$ cat src/rtl/instr_fetch_unit.sv
// rtl/instr_fetch_unit.sv - fetches one 16-bit instruction word per request and strobes it into the IR
module instr_fetch_unit #(
  parameter int unsigned TIMEOUT = 64
) (
  input  logic        clk,
  input  logic        rst_n,
  input  logic        fetch_req,
  input  logic [15:0] pc,
  input  logic        flush,
  output logic [15:0] mem_address,
  output logic        mem_read,
  input  logic        mem_resp,
  input  logic [15:0] mem_rdata,
  output logic        ir_load,
  output logic [15:0] ir_data,
  output logic [15:0] pc_plus2,
  output logic        busy,
  output logic        misalign_err,
  output logic        fetch_err
);

  typedef enum logic [1:0] {
    S_IDLE = 2'd0,
    S_WAIT = 2'd1,
    S_DONE = 2'd2
  } state_t;

  localparam logic [7:0] LAST_WAIT = 8'(TIMEOUT - 1);

  state_t      state_q;
  logic [15:0] addr_q;
  logic        mem_read_q;
  logic        ir_load_q;
  logic [15:0] ir_data_q;
  logic [15:0] pc_plus2_q;
  logic        busy_q;
  logic        misalign_q;
  logic        fetch_err_q;
  logic [7:0]  cnt_q;
  logic        discard_q;

  always_ff @(posedge clk or negedge rst_n) begin
    if (!rst_n) begin
      state_q     <= S_IDLE;
      addr_q      <= 16'h0000;
      mem_read_q  <= 1'b0;
      ir_load_q   <= 1'b0;
      ir_data_q   <= 16'h0000;
      pc_plus2_q  <= 16'h0000;
      busy_q      <= 1'b0;
      misalign_q  <= 1'b0;
      fetch_err_q <= 1'b0;
      cnt_q       <= 8'd0;
      discard_q   <= 1'b0;
    end else begin
      ir_load_q   <= 1'b0;
      misalign_q  <= 1'b0;
      fetch_err_q <= 1'b0;
      case (state_q)
        S_IDLE: begin
          if (fetch_req && !flush) begin
            if (pc[0]) begin
              misalign_q <= 1'b1;
            end else begin
              addr_q     <= pc;
              mem_read_q <= 1'b1;
              cnt_q      <= 8'd0;
              discard_q  <= 1'b0;
              busy_q     <= 1'b1;
              state_q    <= S_WAIT;
            end
          end
        end
        S_WAIT: begin
          // A response always wins over the timeout, even on the last allowed cycle.
          if (mem_resp) begin
            mem_read_q <= 1'b0;
            discard_q  <= 1'b0;
            if (discard_q || flush) begin
              busy_q  <= 1'b0;
              state_q <= S_IDLE;
            end else begin
              ir_data_q  <= mem_rdata;
              pc_plus2_q <= addr_q + 16'd2;
              ir_load_q  <= 1'b1;
              state_q    <= S_DONE;
            end
          end else if (cnt_q == LAST_WAIT) begin
            mem_read_q  <= 1'b0;
            fetch_err_q <= 1'b1;
            discard_q   <= 1'b0;
            busy_q      <= 1'b0;
            state_q     <= S_IDLE;
          end else begin
            cnt_q <= cnt_q + 8'd1;
            if (flush) begin
              discard_q <= 1'b1;
            end
          end
        end
        S_DONE: begin
          busy_q  <= 1'b0;
          state_q <= S_IDLE;
        end
        default: begin
          mem_read_q <= 1'b0;
          busy_q     <= 1'b0;
          state_q    <= S_IDLE;
        end
      endcase
    end
  end

  assign mem_address  = addr_q;
  assign mem_read     = mem_read_q;
  // A flush arriving in the delivery cycle still suppresses the IR load.
  assign ir_load      = ir_load_q & ~flush;
  assign ir_data      = ir_data_q;
  assign pc_plus2     = pc_plus2_q;
  assign busy         = busy_q;
  assign misalign_err = misalign_q;
  assign fetch_err    = fetch_err_q;

endmodule

$ cat config.mk
export PLATFORM = sky130hd
export DESIGN_NAME = instr_fetch_unit
export DESIGN_NICKNAME = d
export VERILOG_FILES = /design/src/rtl/instr_fetch_unit.sv
export SDC_FILE = /design/constraint.sdc
export NUM_CORES = 1
export LEC_CHECK = 0
export BUFFER_PORTS_ARGS = -buffer_cell sky130_fd_sc_hd__buf_2
export CAP_MARGIN = 20
export CORE_UTILIZATION = 35
export CTS_BUF_LIST = sky130_fd_sc_hd__clkbuf_2
export CTS_CLUSTER_SIZE = 40
export DETAILED_ROUTE_END_ITERATION = 12
export MAX_ROUTING_LAYER = met4
export PLACE_DENSITY = 0.6
export SYNTH_ARGS = -nofsm -noshare
export SYNTH_HDL_FRONTEND = slang
export SYNTH_SLANG_ARGS = --single-unit
$ cat constraint.sdc
create_clock -name clk -period 2.26 [get_ports clk]
set_input_delay 0.113 -clock clk [delete_from_list [all_inputs] [get_ports clk]]
set_output_delay 0.113 -clock clk [all_outputs]
set_load 0.01 [all_outputs]
After elaboration in Yosys (flattened, before gate mapping):

Cells that the tools add are included.

* register bits after elaboration: 63
* logic and storage cells: 74
* output and inout bits: 53
* input port bits: 37

* bitwise gates (word level): 5
* mux-type cells: 34
* reductions and logical operators: 12
* add/sub/neg operators: 2
* equal/unequal tests: 10

Operators by type and width (count)
* $mux 8: 4
* $mux 1: 20
* $add 16x2->16 const B: 1
* $pmux 8 s2: 1
* $reduce_and 4->1: 3
* $mux 2: 5
* $reduce_and 3->1: 3
* $add 8x1->8 const B: 1
* $eq 8x6->1 const B: 1
* $ne 2x2->1 const B: 4
* $ne 3x3->1 const B: 2
* $reduce_and 5->1: 1
* $ne 4x4->1 const B: 1
* $not 1->1: 4
* $pmux 1 s2: 2
* $pmux 2 s2: 1
* $pmux 1 s3: 1
* $eq 2x1->1 const B: 1
* $eq 2x2->1 const B: 1
* $logic_not 2->1: 1
* $reduce_bool 2->1: 1
* $and 1x1->1: 1
* $logic_and 1x1->1: 1
* $logic_not 1->1: 1
* $logic_or 1x1->1: 1

Depth between registers and ports, before layout:

Gate-level depths: netlist of the first run.

* word-level depth: 4
* mapped depth: 6
* mapped depth without buffers: 6

Least setup slack after synthesis of the first run:

OpenSTA, ideal clock, no wires.

* kind: register to register
* start: register state_q[1]
* end: register ir_data_q[0] (netlist: ir_data[0])
* setup slack: 0.627 ns
* path buffers: 1
* data required time: 2.135 ns
* arrival: 1.508 ns
* stages on the path, launching flop included: 5
* clock period less this slack: 1.633 ns
* setup time: 0.125 ns
* cells stage by stage: dfrtp_1 nand2b_1 or4_4 buf_6 mux2_4

* word-level cells in the longest chain between the ends: 2

Ends and longest elaborated chain
* start: declaration: RTL line 30 `state_t state_q;`
* start signal: assignment: RTL line 44 `state_q <= S_IDLE;`
* start signal: assignment: RTL line 70 `state_q <= S_WAIT;`
* start signal: assignment: RTL line 81 `state_q <= S_IDLE;`
* $eq 2x1->1: RTL line 59 `case (state_q)`
* $reduce_and 3->1 (no line)
* end signal: assignment: RTL line 83 `ir_data_q <= mem_rdata;`
* end: declaration: RTL line 34 `logic [15:0] ir_data_q;`

No other way between the ends.
A chain may end at the register's enable or synchronous reset.

Worst setup path in the final report of the first run:

* start: register state_q[1]
* end: register ir_data_q[12] (netlist: ir_data[12])

The elaborated chain is that of the path after synthesis.

==> reports/results.txt, run 1 <==
The flow ran to the end, and the final reports show no timing, DRC or antenna violations. The detail-routed net length per standard cell was 12.8 microns. The final layout contains routed wiring with a total length of 6040 microns. The required time of the critical path is 2.65 ns, and the last weighted congestion value of the routability-driven placer is 0.788. Maximum fanout encountered on the critical timing path: 48. The number of flip-flops and latches in the synthesized netlist is 62. The floorplan step set the die height to 91.4 microns. The critical path in this run is classified as reg -> reg. For the final setup violation count, the log shows 0.

Entering global routing, the biggest net connects 63 pins. The average instance in the mapped netlist occupies 11.8 sq um. Global routing used 15.8% of the available tracks across all layers. From synthesis to final layout, the design area changed by 36.0%. Headroom to the max-slew limit came out at 59.7%. The run gives 0.0213 ns as the worst clock skew. By area the synthesized netlist is led by dfrtp_1 55%, mux2_4 9.1%, mux2_2 4.8%.

The initial antenna violation count is 0. The run gives 0 as the diode insertion count for antenna repair. The half-perimeter wire length after placement was 3940 microns; the arrival time of data at the critical path endpoint was 2.35 ns. For the part of the Yosys area used for sequential elements, the log shows 55.4%. Total number of yosys warnings: 0.

The tools report the maximum operating frequency as 510 MHz. Setup repair after global routing left no endpoint under its margin. The number of nets at the end of the flow is 405.

Following the worst setup path forward leads to its endpoint at ir_data[12]$_DFFE_PN0P_. The netlist area before placement was 2800 sq um; the total leakage power was 1.89 nW. The final-report max-slew violation count was 0; the post-detailed-placement cell area was 3320 sq um. The worst setup path startpoint was state_q[1]$_DFFE_PN0P_.

For this run, design rule violations remaining after detail routing come to 0. The run gives 7730 sq um as the core area. After routing, the total negative slack on setup checks comes to 0 ns. The number of instances in the synthesized netlist was 238. The commonest cells after synthesis are 62 x dfrtp_1, 27 x nand2_1, 17 x mux2_4, 13 x nand3_1. The number of enable flip-flop cells after synthesis is 0.

The initial utilization of the core area, before any placement, comes to 36.2%. After clock tree synthesis, the clock-pin slew on the worst setup and hold paths is 0.17 ns. The final cycle utilization of the critical path was 86.8%; the number of distinct library cells after synthesis was 42. The cell sitting at the root of the clock tree is a clkbuf_2. Across all hold checks on the routed design, the worst slack comes to 0.118 ns.

In this run the tool buffered the top-level ports with 87 buffer cells. The tree built by TritonCTS fans out to 62 sinks. Buffers added to address setup during post-CTS repair amount to 0.

The detail route stage leaves a number of antenna-violating nets equal to 0. The final route contains 2181 vias. The post-route netlist has 36.7% of its cells at a drive strength greater than 1.

For the flop-to-flop setup slack, the log shows 0.30 ns. From left edge to right edge, the die measures 91.4 microns. For the latest clock arrival within the worst-skew pair, the log shows 0.50 ns. The tools report the hold violation total from the final report as 0.

For this block, the initial DRC count from the detailed router was 125. The maximum level of the CTS H-tree was 3; the via-per-instance ratio was 4.61. Max-capacitance violation count: 0. Number of gates resized after CTS: 0. The worst register-to-register path ends at ir_data[12]$_DFFE_PN0P_. The worst hold path belongs to the class in -> async. Yosys instantiated no cell more often than dfrtp_1.

STA classifies the critical path startpoint as a flip-flop. The worst setup path is captured at a flip-flop. The number of global-route vias before repair was 2064; the share of flip-flops with an asynchronous set or reset after synthesis was 100%. After routing the design area is 3810 sq um. The worst register-to-register path begins at state_q[1]$_DFFE_PN0P_.

The cell depth of the worst flop-to-flop path came out at 3. During I/O placement, the number of pins put on the boundary was 90. The slew at the pin with the worst max-slew slack was 0.605 ns.

After floorplanning, the core was divided into 32 placement rows. In this run the deepest clock path goes through 2 buffers. The global-route congestion overflow total is 0.

The tools report the peak supply drop as 0.000493 V. TritonCTS built the clock tree. dfrtp_1 takes more of the synthesized area than any other cell.

For the number of buffers inserted during clock tree synthesis, the log shows 9. The clock period could shrink to 1.96 ns. The power density over cell area was 949 nW/um^2; the length of the first detailed-routing pass in iterations was 4.

The first global-routing pass estimated 9870 microns of wire. The die footprint was 8360 sq um. The most used flip-flop cell after synthesis is dfrtp_1. Of the post-synthesis cell area, the dominant cell type holds 55.4%.
## sequential cells by signal (all words and copies together), names as in the netlist
register / flops
cnt_q: 8
fetch_err: 1
state_q: 2
pc_plus2: 15
ir_load_q: 1
misalign_err: 1
discard_q: 1
mem_read: 1
busy: 1
ir_data: 16
mem_address: 15
## worst max-delay path, stage by stage, from the launching register on
cell and delay [ns]:
dfrtp_1 0.48, nand2b_1 0.23, or4_4 0.72, mux2_4 0.39
## power breakdown
group          internal, W  total (W)  switching (W)  leakage [nW]
registers          0.00145    0.00171       0.000263         0.776
clock network     0.000359   0.000754       0.000395        0.0784
logic             0.000617    0.00114       0.000528          1.03
total              0.00243    0.00361        0.00119          1.89
## repair_timing
action	4_1_cts	5_1_grt
setup endpoints to repair	0	0
endpoints found under the hold margin	98	0
hold buffers	36	0
## placed cells by master, fill, tap and decap left out, types with 2 or more instances in the layout
cell,count
nor2_1,7
nand2_1,27
ha_1,2
and3_1,2
a31oi_1,2
bufinv_16,2
nand3_1,13
clkinv_1,3
nor4_1,3
conb_1,2
buf_2,87
a21oi_1,5
o21ai_0,8
or2_2,2
o21ai_1,12
clkbuf_2,10
nor3_1,6
xnor2_1,12
dfrtp_1,62
mux2_2,12
and2_1,2
or4_1,2
dlygate4sd3_1,36
nand4_1,2
nor2b_1,2
mux2_4,17
or3_1,2
o22ai_1,2
inv_1,10
## logic make-up after synthesis
group | count (synthesis) | share of synthesized area (%)
other cells | 1 | 0.134
xor+xnor | 13 | 4.07
flops | 62 | 55.4
simple gates | 76 | 14.1
mux | 30 | 14.3
compound gates | 35 | 7.10
buf+inv | 19 | 3.98
fa+ha+maj | 2 | 0.894
## layer usage
| metal | up-vias | routed length [microns] | global-route usage [%] |
|---|---|---|---|
| met5 | - | 0 | - |
| met4 | 0 | 117 | 6.48 |
| met3 | 12 | 399 | 5.61 |
| met2 | 74 | 2720 | 23.9 |
| met1 | 1011 | 2800 | 19.2 |
| li1 | 1084 | - | - |
## area by class of cell
cell class	count	area (sq um)
fillers	713	3920
flip-flops and latches	62	1550
multi-input cells	158	1140
repair buffers	125	823
well taps	102	128
clock inverters	6	76.3
clock buffers	10	50.0
inverters	10	37.5
## per-stage QoR
stage,cells,power (W),utilization [%],setup WS [ns]
finish,473,0.00361,49.3,0.299
global route,473,0.00385,49.3,0.228
CTS,473,0.00365,49.3,0.325
global placement,421,0.00281,43.0,0.384
floorplan,239,0.00235,-,0.627
detailed placement,421,0.00284,43.0,0.344
## how the worst min path moves through the flow
stage                   start                       to  slack [ns]  cells after the start
floorplan               rst_n         busy$_DFFE_PN0P_       -0.18                      0
global placement        rst_n  ir_data[13]$_DFFE_PN0P_        0.15                      2
detailed placement      rst_n  ir_data[13]$_DFFE_PN0P_        0.15                      2
CTS                 fetch_req    discard_q$_DFFE_PN0P_        0.09                      5
global route            rst_n  ir_data[13]$_DFFE_PN0P_        0.07                      3
finish                  rst_n  ir_data[13]$_DFFE_PN0P_        0.12                      3
Power figures use the tool's default switching activity.
==> run 2, diff against run 1 <==
--- a/config.mk
+++ b/config.mk
@@ -12,7 +12,7 @@
 export CTS_CLUSTER_SIZE = 40
 export DETAILED_ROUTE_END_ITERATION = 12
 export MAX_ROUTING_LAYER = met4
-export PLACE_DENSITY = 0.6
+export PLACE_DENSITY = 0.61
 export SYNTH_ARGS = -nofsm -noshare
 export SYNTH_HDL_FRONTEND = slang
 export SYNTH_SLANG_ARGS = --single-unit
==> reports/results.txt, run 2 (same netlist as run 1, synthesis figures left out) <==
The classification of the worst setup path was reg -> reg. The tools report the arrival time of data at the critical path endpoint as 2.33 ns (-0.02 ns). The run gives 1550 sq um (unchanged) as the register area.

In the layout the commonest cells are 87 x buf_2, 62 x dfrtp_1, 36 x dlygate4sd3_1. The power density over cell area works out to 949 nW/um^2 (about the same). STA classifies the critical path endpoint as a flip-flop. Setup repair after global routing left no endpoint under its margin. The peak supply drop was 0.000554 V (+12%). Worst clock skew: 0.0230 ns (+0.00163 ns).

The die extent in x works out to 91.4 microns (unchanged). The flow ran to the end, and the final reports show no timing, DRC or antenna violations. The logs give 2 (unchanged) for the buffer depth of the longest clock path and 4 (unchanged) for the length of the first detailed-routing pass in iterations. Cell depth of the worst flop-to-flop path: 3 (unchanged). In this run the critical register-to-register path is launched from state_q[1]$_DFFE_PN0P_. The hold violation total from the final report was 0 (unchanged); the detail-routed net length per standard cell was 12.8 microns (about the same).

The global-route wire length before repair is 10200 microns (+3.0%), and the number of global-route vias before repair is 2183 (+5.8%). The post-synthesis to final-layout area growth came out at 36.2%. The final-layout fill cell count was 709 (-0.56%); the total leakage power was 1.88 nW (-0.16%). The tree is rooted in a clkbuf_2. The number of nets at the end of the flow is 405 (unchanged). The post-route setup TNS is 0 ns (unchanged), and the routed wire length is 6030 microns (about the same). The slew at the pin with the worst max-slew slack is 0.611 ns (+0.00590 ns).

The maximum fanout encountered on the critical timing path works out to 48 (unchanged). The type of the worst min-delay path was in -> async. The run gives 59.3% (-0.39 points) as the worst slew margin relative to its limit. The area of combinational cells with multiple inputs is 1140 sq um (unchanged). The tools report the remaining routing DRC violations as 0 (unchanged).

The worst setup path is launched from a flip-flop. For the flop-to-flop setup slack, the log shows 0.30 ns (about the same). The placement row count is 32 (unchanged), and the via-per-instance ratio is 4.58 (-0.78%). The number of I/O pins is 90 (unchanged). The required time of the critical path came out at 2.63 ns (-0.02 ns). The minimum clock period was 1.96 ns (-0.00236 ns). The number of clock sinks came out at 62 (unchanged).

For the diode insertion count for antenna repair, the log shows 0 (unchanged). The latest clock arrival within the worst-skew pair was 0.49 ns (about the same). The DRC violation total after the first TritonRoute iteration was 90 (-28%); the via total after detailed routing was 2164 (-0.78%). In this run the critical register-to-register path is captured at ir_data[12]$_DFFE_PN0P_. The flip-flop count of the largest register after layout was 16 (unchanged).

The run gives 0 (unchanged) as the initial antenna violation count. For the residual antenna-violating net count after detailed routing, the log shows 0 (unchanged). The die height is 91.4 microns (unchanged), and the max-capacitance violation count is 0 (unchanged).

The last weighted congestion value of the routability-driven placer is 0.816 (+3.6%), and the total power consumption of the routed design is 0.00362 W (+0.20%). The logs give 511 MHz (+0.12%) for the maximum operating frequency and 7730 sq um (unchanged) for the core area. The fraction of final layout cells sized beyond drive strength 1 was 37.2% (+0.54 points). The final setup violation count is 0 (unchanged), and the number of buffers inserted during clock tree synthesis is 9 (unchanged). The run gives 3980 microns (+1.0%) as the half-perimeter wire length after placement. The tools report the combined global-route utilization of all metal layers as 16.1% (+0.30 points). The final cycle utilization of the critical path is 86.7% (-0.10 points). The final-report max-slew violation count was 0 (unchanged). Initial core utilization: 36.2% (unchanged). TritonCTS built the clock tree.

The die footprint is 8360 sq um (unchanged), and the clock slew at the register clock pins of the worst setup and hold paths is 0.19 ns (+0.02 ns). The port buffer count is 87 (unchanged). The maximum level of the CTS H-tree was 3 (unchanged); the global-route congestion overflow total was 0 (unchanged). For the maximum number of pins on one net before global-route repair, the log shows 63 (unchanged). The most common cell after layout, fill and taps aside was buf_2.
==> run 2: cell types whose count changed in the layout (fill, tap and decap cells not counted), sizes merged <==
| cell | before | now |
|---|---|---|
| clkinvlp | 0 | 2 |
| clkbuf | 10 | 9 |
| clkinv | 4 | 3 |
==> run 2: layout make-up <==
cell class                 instances  area share [%]
inverter                          10           0.984
clock buffer                       9            1.18
clock inverter                     7            2.33
timing repair buffer             125            21.6
tap                              102            3.35
multi-input combinational        158            29.9
sequential                        62            40.7
==> run 2: what timing repair did <==
item | in CTS | in global routing
buffers inserted | 0 | 0
endpoints found under the setup margin | 0 | 0
resized for setup | 0 | 0
hold endpoints to repair | 98 | 0
hold buffers | 36 | 0
==> run 2: through the flow <==
| step | hold slack (ns) | util (%) | instances | cell area [sq um] | setup slack, ns |
|---|---|---|---|---|---|
| after floorplan | -0.183 | - | 239 | 2800 | 0.627 |
| after global placement | 0.155 | 43.0 | 421 | 3320 | 0.389 |
| after detailed placement | 0.160 | 43.0 | 421 | 3320 | 0.349 |
| after CTS | 0.108 | 49.4 | 473 | 3810 | 0.304 |
| after global routing | 0.117 | 49.4 | 473 | 3810 | 0.204 |
| final | 0.134 | 49.4 | 473 | 3810 | 0.302 |
==> run 2: critical path, cell delays in order (launching register included) <==
cell	delay [ns]
dfrtp_1	0.48
nand2b_1	0.22
or4_4	0.74
mux2_4	0.39
==> run 2: report_power, final <==
part	switching, W	leakage (nW)	internal (W)
clock network	0.000407	0.0753	0.000358
registers	0.000268	0.776	0.00145
logic	0.000519	1.03	0.000617
total	0.00119	1.88	0.00243
==> run 2: worst max path at each step <==
stage                              endpoint              startpoint  cells past startpoint  slack (ns)
floorplan            ir_data[0]$_DFFE_PN0P_  state_q[1]$_DFFE_PN0P_                      4        0.63
global placement     ir_data[0]$_DFFE_PN0P_  state_q[1]$_DFFE_PN0P_                      3        0.39
detailed placement  ir_data[10]$_DFFE_PN0P_  state_q[1]$_DFFE_PN0P_                      3        0.35
CTS                 ir_data[10]$_DFFE_PN0P_  state_q[1]$_DFFE_PN0P_                      3        0.30
global route        ir_data[10]$_DFFE_PN0P_  state_q[1]$_DFFE_PN0P_                      3        0.20
finish              ir_data[12]$_DFFE_PN0P_  state_q[1]$_DFFE_PN0P_                      3        0.30
==> run 2: metal layers <==
metal / vias to the layer above / part of all wire (%) / GRT usage [%]
li1: 1085 / - / -
met1: 993 / 45 / 19.3
met4: 0 / 1.3 / 6.22
met3: 9 / 7.1 / 6.20
met2: 77 / 46 / 24.4
met5: - / 0 / -
==> run 3, diff against run 2 <==
--- a/config.mk
+++ b/config.mk
@@ -5,6 +5,7 @@
 export SDC_FILE = /design/constraint.sdc
 export NUM_CORES = 1
 export LEC_CHECK = 0
+export ABC_AREA = 1
 export BUFFER_PORTS_ARGS = -buffer_cell sky130_fd_sc_hd__buf_2
 export CAP_MARGIN = 20
 export CORE_UTILIZATION = 35
@@ -12,7 +13,7 @@
 export CTS_CLUSTER_SIZE = 40
 export DETAILED_ROUTE_END_ITERATION = 12
 export MAX_ROUTING_LAYER = met4
-export PLACE_DENSITY = 0.61
+export PLACE_DENSITY = 0.6
 export SYNTH_ARGS = -nofsm -noshare
 export SYNTH_HDL_FRONTEND = slang
 export SYNTH_SLANG_ARGS = --single-unit
==> reports/results.txt, run 3 <==
STA classifies the critical path endpoint as a flip-flop. The flip-flop count of the largest register after layout was 16 (unchanged); the last weighted congestion value of the routability-driven placer was 0.890 (+9.1%). The global-route congestion overflow total was 0 (unchanged); the die footprint was 8740 sq um (+4.5%).

The final cycle utilization of the critical path works out to 68.1% (-19 points). The run gives 0.000349 V (-37%) as the peak supply drop. The number of flip-flops and latches in the synthesized netlist came out at 62 (unchanged). The maximum fanout encountered on the critical timing path is 12 (-75%).

Average size of a mapped cell: 8.27 sq um (-30%). For the latest clock arrival within the worst-skew pair, the log shows 0.47 ns (-0.02 ns). The largest total area in the synthesized netlist belongs to dfrtp_1. The top cell types in the final layout, fill and taps aside, are 149 x nand2_1, 87 x buf_2, 62 x dfrtp_1. For the DRC violation total after the first TritonRoute iteration, the log shows 97 (+7.8%).

The buffer cell driving the clock tree root was clkbuf_2. The run gives 62 (unchanged) as the number of clock sinks. The placement row count is 33 (+3.1%), and the maximum level of the CTS H-tree is 3 (unchanged). The hold violation total from the final report is 0 (unchanged).

The tightest min-delay check is of the in -> reg type. The total number of yosys warnings was 0 (unchanged); the core area was 8180 sq um (+5.8%). TritonCTS built the clock tree. The number of enable flip-flop cells after synthesis works out to 0 (unchanged).

The part of the Yosys area used for sequential elements is 53.0% (-2.4 points), and the worst slew margin relative to its limit is 64.4% (+5.2 points). The half-perimeter wire length after placement was 4890 microns (+23%); the max-capacitance violation count was 0 (unchanged). The tools report the non-filler instance count after layout as 595 (+26%).

The residual antenna-violating net count after detailed routing came out at 0 (unchanged). The worst setup path is of the reg -> reg kind. Buffer depth of the longest clock path: 2 (unchanged). The tools report the total leakage power as 2.16 nW (+15%).

The share of Yosys cell area claimed by the top area cell type came out at 53.0% (-2.4 points). The commonest cells after synthesis are 149 x nand2_1, 62 x dfrtp_1, 29 x nor2_1, 25 x nand3_1, 20 x inv_1. The length of the first detailed-routing pass in iterations was 4 (unchanged).

The run gives 2618 (+20%) as the number of global-route vias before repair. Detail-routed net length per standard cell: 12.2 microns (-4.3%). The run gives 18.5% (+2.4 points) as the combined global-route utilization of all metal layers. The remaining routing DRC violations was 0 (unchanged); the final-report max-slew violation count was 0 (unchanged). The post-synthesis to final-layout area growth was 34.6%. For the initial core utilization, the log shows 35.8% (-0.41 points). The global-route wire length before repair was 12000 microns (+18%).

The critical path launch point type was a flip-flop. The die extent in x came out at 93.5 microns (+2.2%). The number of I/O pins came out at 90 (unchanged). For the number of instances in the synthesized netlist, the log shows 354 (+49%). The die height is 93.5 microns (+2.2%), and the initial antenna violation count is 0 (unchanged). Leaving out fill and tap cells, the most frequent cell in the layout is nand2_1.

Setup repair after global routing left no endpoint under its margin. For the number of buffers inserted during clock tree synthesis, the log shows 9 (unchanged). The logs give 1.96 ns (-0.37 ns) for the arrival time of data at the critical path endpoint and 0 (unchanged) for the number of buffers added for setup after CTS. The number of nets at the end of the flow was 524 (+29%); the maximum operating frequency was 650 MHz (+27%).

The fraction of final layout cells sized beyond drive strength 1 is 24.7% (-13 points). Clock slew at the register clock pins of the worst setup and hold paths: 0.17 ns (-0.02 ns). The run finished with clean final reports. The run gives 2.68 ns (+0.05 ns) as the required time of the critical path. Via-per-instance ratio: 4.53 (-0.89%).

The via total after detailed routing was 2698 (+25%); the routed wire length was 7260 microns (+20%). The tools report the final setup violation count as 0 (unchanged). Ranked by total cell area, the synthesized netlist is headed by dfrtp_1 53%, nand2_1 19%, nand3_1 4.3%. The diode insertion count for antenna repair was 0 (unchanged); the post-route worst hold slack was 0.0697 ns (-0.0647 ns). The netlist area before placement was 2930 sq um (+4.6%); the worst clock skew was 0.0237 ns (+0.000695 ns). The slew at the pin with the worst max-slew slack works out to 0.533 ns (-0.0775 ns). The power density over cell area is 854 nW/um^2 (-10%), and the share of flip-flops with an asynchronous set or reset after synthesis is 100% (unchanged). The worst hold path stage count is 5, and the maximum number of pins on one net before global-route repair is 42 (-33%). The number of gates resized after CTS was 0 (unchanged). The cell depth of the worst flop-to-flop path came out at 5 (+2).

The minimum clock period came out at 1.54 ns (-0.420 ns). By instance count, the leading cell after synthesis is nand2_1. Number of distinct library cells after synthesis: 29 (-31%). The port buffer count was 87 (unchanged); the number of placed instances, taps included was 539 (+28%). The tools report the post-route setup TNS as 0 ns (unchanged). Top flip-flop cell by instance count after synthesis: dfrtp_1. The tools report the quantity of hold-fixing buffers added after cts as 40 (+11%).
## run 3: cell count changes in the layout (fill, tap and decap cells not counted), moves of 5 or more
cell,previous run,this run
nor2_1,7,29
a21oi_1,5,10
nor3_1,6,1
xnor2_1,12,4
nand3_1,13,25
mux2_2,12,0
inv_1,10,20
nand2_1,27,149
o21ai_1,12,1
mux2_4,17,0
## run 3: worst paths after layout
check | to | startpoint | slack (ns)
setup reg to reg | mem_address[5]$_DFFE_PN0P_ | state_q[0]$_DFFE_PN0P_ | 0.72
max in group asynchronous | ir_data[9]$_DFFE_PN0P_ | rst_n | 1.51
hold reg to reg | ir_data[5]$_DFFE_PN0P_ | ir_data[5]$_DFFE_PN0P_ | 0.50
setup / recovery | mem_address[5]$_DFFE_PN0P_ | state_q[0]$_DFFE_PN0P_ | 0.72
hold / removal | mem_address[7]$_DFFE_PN0P_ | fetch_req | 0.07
min in group asynchronous | mem_address[14]$_DFFE_PN0P_ | rst_n | 0.12
## run 3: cells by family (layout without fill, tap and decap cells)
group | Yosys count | after routing | synth area share [%]
DFF | 62 | 62 | 53.0
other | 1 | 2 | 0.128
and+or+nand+nor | 223 | 223 | 33.0
xor gates and xnor gates | 8 | 8 | 2.39
buffers and inverters | 35 | 170 | 6.36
AOI/OAI and AO/OA | 23 | 23 | 4.27
adders and majority gates | 2 | 2 | 0.854
## run 3: area by class of cell
cell class | instances | area [sq um]
tap | 105 | 131
clock inverter | 6 | 52.6
timing repair buffer | 130 | 871
fill | 808 | 4230
multi-input combinational | 258 | 1190
inverter | 24 | 90.1
clock buffer | 10 | 50.0
sequential | 62 | 1550
## run 3: per-stage QoR
step           total power [W]  util, %  area (sq um)  setup slack (ns)
3_3_place_gp           0.00268     42.1          3440             0.794
6_report               0.00336     48.2          3940             0.722
3_5_place_dp           0.00270     42.1          3440             0.784
5_1_grt                0.00362     48.2          3940             0.636
4_1_cts                0.00340     48.2          3940             0.748
2_1_floorplan          0.00221        -          2930             0.947
## run 3: metal layers
metal / global-route usage [%] / wire [microns] / vias up
met4: 8.08 / 101 / 0
li1: - / - / 1373
met3: 3.09 / 305 / 8
met5: - / 0 / -
met1: 22.8 / 3360 / 1245
met2: 29.9 / 3490 / 72
## run 3: where the power goes
part	internal, W	switching [W]
registers	0.00143	0.000253
clock network	0.000248	0.000394
logic	0.000466	0.000578
## run 3: critical path: stages (launching register included)
cell and delay, ns:
dfrtp_1 0.45, nor2_1 0.10, buf_4 0.20, nand3_1 0.10
dlygate4sd3_1 0.58, nand2_1 0.07
